File: config.mk
export PLATFORM = sky130hd
export DESIGN_NAME = sbus_seq20
export DESIGN_NICKNAME = d
export VERILOG_FILES = /design/src/rtl/sbus20_pkg.sv /design/src/rtl/sbus_nxm_timer.sv /design/src/rtl/sbus_seq20.sv
export SDC_FILE = /design/constraint.sdc
export NUM_CORES = 1
export LEC_CHECK = 0
export CAP_MARGIN = 30
export CELL_PAD_IN_SITES_DETAIL_PLACEMENT = 0
export CELL_PAD_IN_SITES_GLOBAL_PLACEMENT = 1
export CORE_MARGIN = 4
export CORE_UTILIZATION = 29
export DETAILED_ROUTE_END_ITERATION = 10
export PLACE_DENSITY = 0.75
export SYNTH_ARGS = -nofsm -noshare
export SYNTH_HDL_FRONTEND = slang
export SYNTH_SLANG_ARGS = --single-unit
File: constraint.sdc
create_clock -name clk_sbus_h -period 1.63 [get_ports clk_sbus_h]
set_input_delay 0.326 -clock clk_sbus_h [delete_from_list [all_inputs] [get_ports clk_sbus_h]]
set_output_delay 0.326 -clock clk_sbus_h [all_outputs]
set_load 0.02 [all_outputs]
File: src/rtl/sbus20_pkg.sv
// Shared types and helpers for the S-bus request sequencer.
//   state_e       : sequencer states
//   wd_t / mask_t : word index within a quad, per-word request mask
//   first_wd_mask : request mask from the quad flag and the starting word
package sbus20_pkg;

  localparam int unsigned ADR_W           = 22;
  localparam int unsigned WD_W            = 2;
  localparam int unsigned MASK_W          = 4;
  localparam int unsigned NXM_TIMEOUT_DEF = 64;

  typedef enum logic [2:0] {
    ST_IDLE,
    ST_START,
    ST_RD_XFER,
    ST_WR_XFER,
    ST_NXM_FILL
  } state_e;

  typedef logic [WD_W-1:0]   wd_t;
  typedef logic [MASK_W-1:0] mask_t;

  // Quad requests every word; a single request only the starting word.
  function automatic mask_t first_wd_mask(input logic quad, input wd_t wd);
    mask_t m;
    if (quad) m = 4'b1111;
    else      m = MASK_W'(4'b0001 << wd);
    return m;
  endfunction

endpackage

File: src/rtl/sbus_nxm_timer.sv
// Non-existent-memory watchdog: counts enabled cycles, clears on clr_i or
// whenever disabled, and flags the cycle in which the count reaches
// NXM_TIMEOUT.
//   clk_i, rst_i : clock, synchronous active-high reset
//   clr_i        : restart the count (ackn or data valid seen)
//   en_i         : count this cycle
//   expire_c_o   : combinational; this cycle is the NXM_TIMEOUT-th one
module sbus_nxm_timer #(
  parameter int unsigned NXM_TIMEOUT = 64
) (
  input  logic clk_i,
  input  logic rst_i,
  input  logic clr_i,
  input  logic en_i,
  output logic expire_c_o
);

  localparam int unsigned CNT_W = $clog2(NXM_TIMEOUT + 1);

  logic [CNT_W-1:0] cnt_q, cnt_d;

  // A clear in the expiry cycle suppresses the expiry.
  assign expire_c_o = en_i && !clr_i && (cnt_q == CNT_W'(NXM_TIMEOUT - 1));

  always_comb begin
    cnt_d = cnt_q;
    if (clr_i || !en_i || expire_c_o) cnt_d = '0;
    else                              cnt_d = cnt_q + CNT_W'(1);
  end

  always_ff @(posedge clk_i) begin
    if (rst_i) cnt_q <= '0;
    else       cnt_q <= cnt_d;
  end

endmodule

File: src/rtl/sbus_seq20.sv
// S-bus request sequencer: accepts one core read/write request, holds the
// S-bus start/request lines until ackn, then sequences single or quad word
// transfers in wrap-around order, with NXM timeout and error strobes.
// Optional feature macro: SBUS_ADR_PARITY_EN (address parity out, parity
// error abort). Without it sbus_adr_par_h and adr_par_err_h stay 0.
//   core_*_rq_h, rq_*_h        : request from the MBox core
//   sbus_start/rd/wr/adr/mask  : S-bus request lines (registered)
//   sbus_ackn/data_valid/error : memory responses
//   data_val/data_wd/nxm_data  : per-word delivery strobe and word number
//   core_busy, nxm_err, mem_err, adr_par_err, done : status to MBox
module sbus_seq20
  import sbus20_pkg::*;
#(
  parameter int unsigned NXM_TIMEOUT = NXM_TIMEOUT_DEF
) (
  input  logic             clk_sbus_h,
  input  logic             mr_reset_sbus_h,
  input  logic             core_rd_rq_h,
  input  logic             core_wr_rq_h,
  input  logic [ADR_W-1:0] rq_adr_h,
  input  logic             rq_quad_h,
  input  logic [WD_W-1:0]  rq_first_wd_h,
  output logic             rq_ack_h,
  output logic             sbus_start_h,
  output logic             sbus_rd_rq_h,
  output logic             sbus_wr_rq_h,
  output logic [ADR_W-1:0] sbus_adr_h,
  output logic [MASK_W-1:0] sbus_rq_mask_h,
  output logic             sbus_adr_par_h,
  input  logic             sbus_ackn_h,
  input  logic             sbus_data_valid_h,
  input  logic             sbus_error_h,
  input  logic             sbus_adr_par_err_h,
  output logic             sbus_wr_dv_h,
  output logic             data_val_h,
  output logic [WD_W-1:0]  data_wd_h,
  output logic             nxm_data_h,
  output logic             core_busy_h,
  output logic             nxm_err_h,
  output logic             mem_err_h,
  output logic             adr_par_err_h,
  output logic             done_h
);

`ifdef SBUS_ADR_PARITY_EN
  localparam bit PAR_EN = 1'b1;
`else
  localparam bit PAR_EN = 1'b0;
`endif

  state_e           state_q, state_d;
  logic             xfer_rd_q, xfer_rd_d;
  wd_t              word_q, word_d;
  wd_t              left_q, left_d;      // words remaining after the current one
  logic [ADR_W-1:0] adr_q, adr_d;
  mask_t            mask_q, mask_d;
  logic             par_q, par_d;
  logic             start_q, start_d;
  logic             rd_rq_q, rd_rq_d;
  logic             wr_rq_q, wr_rq_d;
  logic             busy_q, busy_d;
  logic             rq_ack_q, rq_ack_d;
  logic             wr_dv_q, wr_dv_d;
  logic             data_val_q, data_val_d;
  wd_t              data_wd_q, data_wd_d;
  logic             nxm_data_q, nxm_data_d;
  logic             nxm_err_q, nxm_err_d;
  logic             mem_err_q, mem_err_d;
  logic             adr_par_err_q, adr_par_err_d;
  logic             done_q, done_d;

  logic tmr_en, tmr_clr, tmr_expire, par_abort, emit;

  assign tmr_en    = (state_q == ST_START) || (state_q == ST_RD_XFER);
  assign tmr_clr   = sbus_ackn_h || sbus_data_valid_h;
  assign par_abort = PAR_EN && sbus_adr_par_err_h;

  sbus_nxm_timer #(
    .NXM_TIMEOUT(NXM_TIMEOUT)
  ) u_nxm_timer (
    .clk_i      (clk_sbus_h),
    .rst_i      (mr_reset_sbus_h),
    .clr_i      (tmr_clr),
    .en_i       (tmr_en),
    .expire_c_o (tmr_expire)
  );

  // Next state and next registered outputs.
  always_comb begin
    state_d       = state_q;
    xfer_rd_d     = xfer_rd_q;
    word_d        = word_q;
    left_d        = left_q;
    adr_d         = adr_q;
    mask_d        = mask_q;
    par_d         = par_q;
    start_d       = start_q;
    rd_rq_d       = rd_rq_q;
    wr_rq_d       = wr_rq_q;
    busy_d        = busy_q;
    rq_ack_d      = 1'b0;
    wr_dv_d       = 1'b0;
    data_val_d    = 1'b0;
    data_wd_d     = '0;
    nxm_data_d    = 1'b0;
    nxm_err_d     = 1'b0;
    mem_err_d     = 1'b0;
    adr_par_err_d = 1'b0;
    done_d        = 1'b0;
    emit          = 1'b0;

    unique case (state_q)
      ST_IDLE: begin
        busy_d = 1'b0;
        // busy_q still high here means the done cycle: enforce one idle cycle.
        if (!busy_q && (core_rd_rq_h || core_wr_rq_h)) begin
          rq_ack_d  = 1'b1;
          busy_d    = 1'b1;
          start_d   = 1'b1;
          rd_rq_d   = core_rd_rq_h;
          wr_rq_d   = !core_rd_rq_h;
          xfer_rd_d = core_rd_rq_h;
          adr_d     = rq_adr_h;
          mask_d    = first_wd_mask(rq_quad_h, rq_first_wd_h);
          par_d     = PAR_EN && !(^rq_adr_h);
          word_d    = rq_first_wd_h;
          left_d    = rq_quad_h ? 2'd3 : 2'd0;
          state_d   = ST_START;
        end
      end
      ST_START: begin
        if (par_abort) begin
          adr_par_err_d = 1'b1;
        end else if (sbus_ackn_h) begin
          start_d = 1'b0;
          rd_rq_d = 1'b0;
          wr_rq_d = 1'b0;
          state_d = xfer_rd_q ? ST_RD_XFER : ST_WR_XFER;
        end else if (tmr_expire) begin
          nxm_err_d = 1'b1;
          start_d   = 1'b0;
          rd_rq_d   = 1'b0;
          wr_rq_d   = 1'b0;
          if (xfer_rd_q) begin
            state_d = ST_NXM_FILL;
          end else begin
            done_d  = 1'b1;
            state_d = ST_IDLE;
          end
        end
      end
      ST_RD_XFER: begin
        if (par_abort) begin
          adr_par_err_d = 1'b1;
        end else if (sbus_data_valid_h) begin
          emit      = 1'b1;
          mem_err_d = sbus_error_h;
        end else if (tmr_expire) begin
          nxm_err_d = 1'b1;
          state_d   = ST_NXM_FILL;
        end
      end
      ST_WR_XFER: begin
        emit    = 1'b1;
        wr_dv_d = 1'b1;
      end
      ST_NXM_FILL: begin
        emit       = 1'b1;
        nxm_data_d = 1'b1;
      end
      default: state_d = ST_IDLE;
    endcase

    // Parity abort drops everything without done.
    if (adr_par_err_d) begin
      start_d = 1'b0;
      rd_rq_d = 1'b0;
      wr_rq_d = 1'b0;
      busy_d  = 1'b0;
      state_d = ST_IDLE;
    end

    // Deliver the current word and advance in wrap-around order.
    if (emit) begin
      data_val_d = 1'b1;
      data_wd_d  = word_q;
      word_d     = word_q + 2'd1;
      left_d     = left_q - 2'd1;
      if (left_q == 2'd0) begin
        left_d  = '0;
        done_d  = 1'b1;
        state_d = ST_IDLE;
      end
    end
  end

  always_ff @(posedge clk_sbus_h) begin
    if (mr_reset_sbus_h) begin
      state_q       <= ST_IDLE;
      xfer_rd_q     <= 1'b0;
      word_q        <= '0;
      left_q        <= '0;
      adr_q         <= '0;
      mask_q        <= '0;
      par_q         <= 1'b0;
      start_q       <= 1'b0;
      rd_rq_q       <= 1'b0;
      wr_rq_q       <= 1'b0;
      busy_q        <= 1'b0;
      rq_ack_q      <= 1'b0;
      wr_dv_q       <= 1'b0;
      data_val_q    <= 1'b0;
      data_wd_q     <= '0;
      nxm_data_q    <= 1'b0;
      nxm_err_q     <= 1'b0;
      mem_err_q     <= 1'b0;
      adr_par_err_q <= 1'b0;
      done_q        <= 1'b0;
    end else begin
      state_q       <= state_d;
      xfer_rd_q     <= xfer_rd_d;
      word_q        <= word_d;
      left_q        <= left_d;
      adr_q         <= adr_d;
      mask_q        <= mask_d;
      par_q         <= par_d;
      start_q       <= start_d;
      rd_rq_q       <= rd_rq_d;
      wr_rq_q       <= wr_rq_d;
      busy_q        <= busy_d;
      rq_ack_q      <= rq_ack_d;
      wr_dv_q       <= wr_dv_d;
      data_val_q    <= data_val_d;
      data_wd_q     <= data_wd_d;
      nxm_data_q    <= nxm_data_d;
      nxm_err_q     <= nxm_err_d;
      mem_err_q     <= mem_err_d;
      adr_par_err_q <= adr_par_err_d;
      done_q        <= done_d;
    end
  end

  assign rq_ack_h       = rq_ack_q;
  assign sbus_start_h   = start_q;
  assign sbus_rd_rq_h   = rd_rq_q;
  assign sbus_wr_rq_h   = wr_rq_q;
  assign sbus_adr_h     = adr_q;
  assign sbus_rq_mask_h = mask_q;
  assign sbus_adr_par_h = par_q;
  assign sbus_wr_dv_h   = wr_dv_q;
  assign data_val_h     = data_val_q;
  assign data_wd_h      = data_wd_q;
  assign nxm_data_h     = nxm_data_q;
  assign core_busy_h    = busy_q;
  assign nxm_err_h      = nxm_err_q;
  assign mem_err_h      = mem_err_q;
  assign adr_par_err_h  = adr_par_err_q;
  assign done_h         = done_q;

endmodule

* Word-level counts from Yosys, hierarchy flattened
Index checks and enable logic that the tools add are counted.
W data, S select, Z words.
** Operators by class
- $add $sub $neg :: 3
- Multiply operators :: 0
- Bitwise logic cells :: 4
- Divide/modulo/power cells :: 0
- Order comparisons :: 0
- Shift operators :: 1
- Multiplexer cells :: 43
- Eq/ne operators :: 7
- Reductions and logical operators :: 25
** Operator list (count)
- $mux W3 :: 8
- $mux W1 :: 20
- $mux W2 :: 8
- $pmux W3 S4 :: 1
- $pmux W1 S2 :: 5
- $reduce_or A2 Y1 :: 4
- $add A7 B1 Y7 const B :: 1
- $eq A7 B6 Y1 const B :: 1
- $eq A3 B2 Y1 const B :: 2
- $reduce_bool A2 Y1 :: 3
- $logic_or A1 B1 Y1 :: 5
- $logic_not A1 Y1 :: 4
- $mux W4 :: 1
- $not A1 Y1 :: 4
- $reduce_and A2 Y1 :: 2
- $shl A1 B2 Y4 const A :: 1
- $eq A3 B1 Y1 const B :: 1
- $eq A3 B3 Y1 const B :: 1
- $logic_and A1 B1 Y1 :: 3
- $logic_not A3 Y1 :: 1
- $ne A3 B2 Y1 const B :: 1
- $reduce_and A3 Y1 :: 1
- $reduce_or A3 Y1 :: 1
- $add A2 B1 Y2 const B :: 1
- 3 further kinds :: 3
** Word-level totals
- ROM bits :: 0
- Memories kept :: 0
- Bits in registers :: 54
- Output and inout bits :: 41
- Memory bits (writable) :: 0
- Input bits :: 33
- Bits in latches :: 0
- Word-level logic and storage cells :: 102

* Longest topological paths before layout
- Depth in word-level cells :: 9
- Depth in mapped cells :: 6
- Mapped depth without buffers :: 5

* Hierarchy
From an unflattened synthesis, not the netlist that was laid out.
** Second synthesis, totals
- Cells, all modules :: 246
- Area, all modules :: 2155.8 um^2
** Modules (own cells, without submodules)
- sbus_seq20 :: sequential area each 940.9 um^2, cells an instance 216, area each 1845.5 um^2, instances 1
- sbus_nxm_timer :: sequential area each 140.1 um^2, cells an instance 30, area each 310.3 um^2, instances 1

* Least setup slack after synthesis
No wires, ideal clock.
- Path kind :: reg-to-reg
- Start :: register busy_q (netlist: core_busy_h)
- End :: register adr_q[0] (netlist: sbus_adr_h[0])
- Cell stages (with the launch flop) :: 7
- Period minus slack after synthesis :: 1.590 ns
- Path slack :: 0.040 ns
- Arrival time :: 1.457 ns
- Library setup time :: 0.134 ns
- Required time :: 1.496 ns
- Buffers on the path :: 2
- Cells stage by stage :: dfxtp_1 o21bai_1 or4_1 buf_2 buf_6 nand2_1 a21oi_1
** Between the ends
- Word-level cells in the longest chain between the ends :: 3
** RTL lines
- start, declared :: line sbus_seq20.sv:61 : logic busy_q, busy_d;
- start signal, assigned :: line sbus_seq20.sv:230 : busy_q <= busy_d;
- $logic_not A1 Y1 :: line sbus_seq20.sv:116 : if (!busy_q && (core_rd_rq_h || core_wr_rq_h)) begin
- $logic_and A1 B1 Y1 :: line sbus_seq20.sv:116
- $reduce_and A2 Y1 (no line)
- end signal, assigned :: line sbus_seq20.sv:224 : adr_q <= adr_d;
- end, declared :: line sbus_seq20.sv:55 : logic [ADR_W-1:0] adr_q, adr_d;
No other way between the ends.
A chain may end at the register's enable or synchronous reset.

* Worst setup path in the final report
- Start :: register wr_dv_q (netlist: sbus_wr_dv_h)
- End :: output sbus_wr_dv_h
** RTL lines
- start, declared :: line sbus_seq20.sv:63 : logic wr_dv_q, wr_dv_d;
- start signal, assigned :: line sbus_seq20.sv:232 : wr_dv_q <= wr_dv_d;
- end, declared :: line sbus_seq20.sv:34 : output logic sbus_wr_dv_h,
No word-level cell between the ends.

==> run_results.csv <==
group,metric,value,unit
floorplanning,die_x,93.8,um
timing,drv_slew,0,
worst_setup_path,critPathRequiredTime,1.30,ns
logic_synthesis,seq_area_frac_synth,50.7,%
clock_tree,root_buffer,"clkbuf_8",
logic_synthesis,synth_simple_gate_area_share,22.8,%
logic_synthesis,synth-compound-area-share,17.8,%
global_routing,grt_overflow,0,
clock_tree,numCtsBuffers,5,
global_routing,antenna_found_initial,0,
layout,regArea,1080,um2
logic_synthesis,synth.area.mux_share,0,%
place,gp_congestion,0.800,
run,cap_violations,0,
floorplanning,num_io_pins,74,
hold_path,min_from,"core_rd_rq_h",
drt,drtIter0Drc,43,
logic_synthesis,synth_enable_flop_cells,0,
logic_synthesis,synth_area_leader_cell,"dfxtp_1",
logic_synthesis,synth_cell_type_count,47,
worst_setup_path,crit_chain,"clkdlybuf4s50_1",
power,p_comb_share,37.2,%
timing,period_needed,1.59,ns
power,seq_power_share,41.9,%
timing,max_freq,631,MHz
logic_synthesis,yosys.area.top_type_share,50.7,%
hold_path,holdCritPathClass,"in2reg",
worst_setup_path,critPathMaxFanout,1,
drt,firstDrtPassIters,4,
layout,fill_cells,753,
worst_setup_path,critical_path_arrival,1.26,ns
layout,drive_gt1_share,15.9,%
timing,finalSetupViolCount,0,
layout,nNetsFinal,367,
layout,multiInputGateArea,957,um2
floorplanning,die_y,93.8,um
logic_synthesis,synthXorXnorAreaFrac,2.05,%
logic_synthesis,synth_ff_type,"dfxtp_1",
drt,detail_route.vias_per_cell,4.54,
logic_synthesis,async_flop_share,0,%
logic_synthesis,avgSynthCellArea,8.67,um2
clock_tree,h-tree-depth,2,
timing,skew,0.00854,ns
global_routing,globalRouteTotalUtil,12.2,%
logic_synthesis,synthAdderAreaFrac,0.587,%
logic_synthesis,synth_top_family_by_area,"simple AND/OR/NAND/NOR gates",
worst_setup_path,critical_path_class,"reg2out",
logic_synthesis,ys_warn_count,0,
power,clkPwrFrac,20.9,%
place,port_buffers,70,
timing,final.period_utilization,97.3,%
layout,post-route-util,45.5,%
power,p_int,2.55,mW
global_routing,grt_max_degree,25,
timing,hold_viol,0,
worst_setup_path,r2r_start,"state_q[2]",
logic_synthesis,synth-seq-cells,54,
worst_setup_path,slowest_stage,"clkdlybuf4s50_1",
floorplanning,num_rows,31,
floorplanning,core_region_area,7210,um2
timing,tns,0,ns
floorplanning,die_area,8790,um2
worst_setup_path,worstSetupStartpoint,"sbus_wr_dv_h",
power,peakVddDrop,0.000368,V
clock_tree,clkLatencyLatePin,0.31,ns
timing,rsz0062_at_grt,"no",
worst_setup_path,cp-start-kind,"flop",
worst_setup_path,cpLargestDelayFamily,"buffers and inverters",
drt,ant_nets,0,
drt,wire_per_inst,13.1,um
worst_setup_path,cp_num_buf_inv,1,
logic_synthesis,mappedNetlistArea,2130,um2
power,p_per_area,1180,nW/um2
logic_synthesis,yosys-top-cells-area,"dfxtp_1 (51%), nand2_1 (9.5%), a21oi_1 (6.6%)",
drt,wl,5.68,mm
layout,area_delta_synth_final,53.8,%
drt,drc,0,
power,leakage,1.54,nW
global_routing,grt_pass1_wl,8.75,mm
global_routing,grt_pass1_vias,1889,
power,power.switching,1.31,mW
clock_tree,cts_tree,"done",
place,dpl.hpwl,4.10,mm
logic_synthesis,netlist_instances,246,
clock_tree,cts.sinks,54,
worst_setup_path,end_kind,"primary output",
clock_tree,post_cts_buffers,0,
layout,antenna_cells,0,
worst_setup_path,critical-path-max-stage-delay,0.63,ns
clock_tree,clockBufferDepth,2,
clock_tree,cts.clk_slew.worst_paths,0.10,ns
status,status,"finished, final reports clean",
floorplanning,initial_core_util,29.6,%
drt,num_vias,1966,
power,switching_share,33.8,%
## cell type report
type                    count  share of cell area, %
multi-input cells         168                   29.2
flip-flops and latches     54                   33.0
repair buffers             97                   30.2
clock inverters             2                  0.496
well taps                  99                   3.77
clock buffers               6                   2.52
inverters                   7                  0.801
## power groups by stage
stage,clock network [mW],logic (mW),registers [mW]
after floorplan,0,0.589,1.81
after global placement,0,1.36,1.65
after CTS,0.846,1.39,1.62
after detailed placement,0,1.38,1.65
final,0.805,1.44,1.62
after global routing,0.902,1.56,1.65
## cells in the mapped netlist, drive strengths merged, types with 3 or more instances
master  number
nand2b       3
o31ai        3
and3         3
nand2       54
dfxtp       54
nor3         4
a31oi        3
nor2        18
o21ai        5
a211oi       6
nor4         4
buf         11
xor2         3
a21oi       29
clkbuf       7
inv          7
nand3        4
## stage by stage
stage	cell area (um2)	hold WS, ns	std cells	setup slack, ns	total power, mW
floorplan	2140	0.417	247	0.0397	2.40
global placement	3070	0.429	424	-0.318	3.01
detailed placement	3070	0.438	424	-0.336	3.03
CTS	3180	0.451	432	0.00270	3.85
global route	3280	0.316	433	0.000490	4.11
finish	3280	0.309	433	0.0443	3.86
## flip-flops by register name (all words and copies together) (netlist names), 2 cells and up
name / count
sbus_adr_h: 22
word_q: 2
state_q: 3
u_nxm_timer.cnt_q: 7
data_wd_h: 2
sbus_rq_mask_h: 4
left_q: 2
## cell families (layout without fill, tap and decap cells)
logic type      after synthesis  in the layout
simple gates                103            103
fa+ha+maj                     1              1
xor+xnor                      5              5
other cells                   1              2
flops                        54             54
buf+inv                      25            112
compound gates               57             57
## metal layers
| metal | vias up | part of all wire (%) | global-route usage [%] |
|---|---|---|---|
| li1 | 1013 | - | - |
| met1 | 889 | 46 | 15.9 |
| met2 | 57 | 46 | 20.2 |
| met3 | 7 | 6.0 | 3.13 |
| met4 | 0 | 1.3 | 2.53 |
| met5 | - | 0 | 0 |
## placed cells by master (no fill, tap or decap), drive strengths merged, types with 5 or more instances in the layout
master / netlist / final
clkbuf: 7 / 7
dlymetal6s2s: 0 / 21
nand2: 54 / 54
a21oi: 29 / 29
inv: 7 / 8
clkdlybuf4s50: 0 / 48
buf: 11 / 26
a211oi: 6 / 6
dfxtp: 54 / 54
nor2: 18 / 18
o21ai: 5 / 5
## final timing paths
path	end	slack, ns	cells past startpoint
min reg2reg	u_nxm_timer.cnt_q[6]	0.45	2
max	sbus_wr_dv_h	0.04	1
max reg2reg	state_q[1]	0.07	4
min	sbus_wr_rq_h	0.31	2
## repair_timing
item,in CTS,in global routing
endpoints found under the setup margin,6,52
pin swaps,0,2
resized for setup,3,29
gates cloned,0,1
hold buffers,0,0
Power figures use the tool's default switching activity.
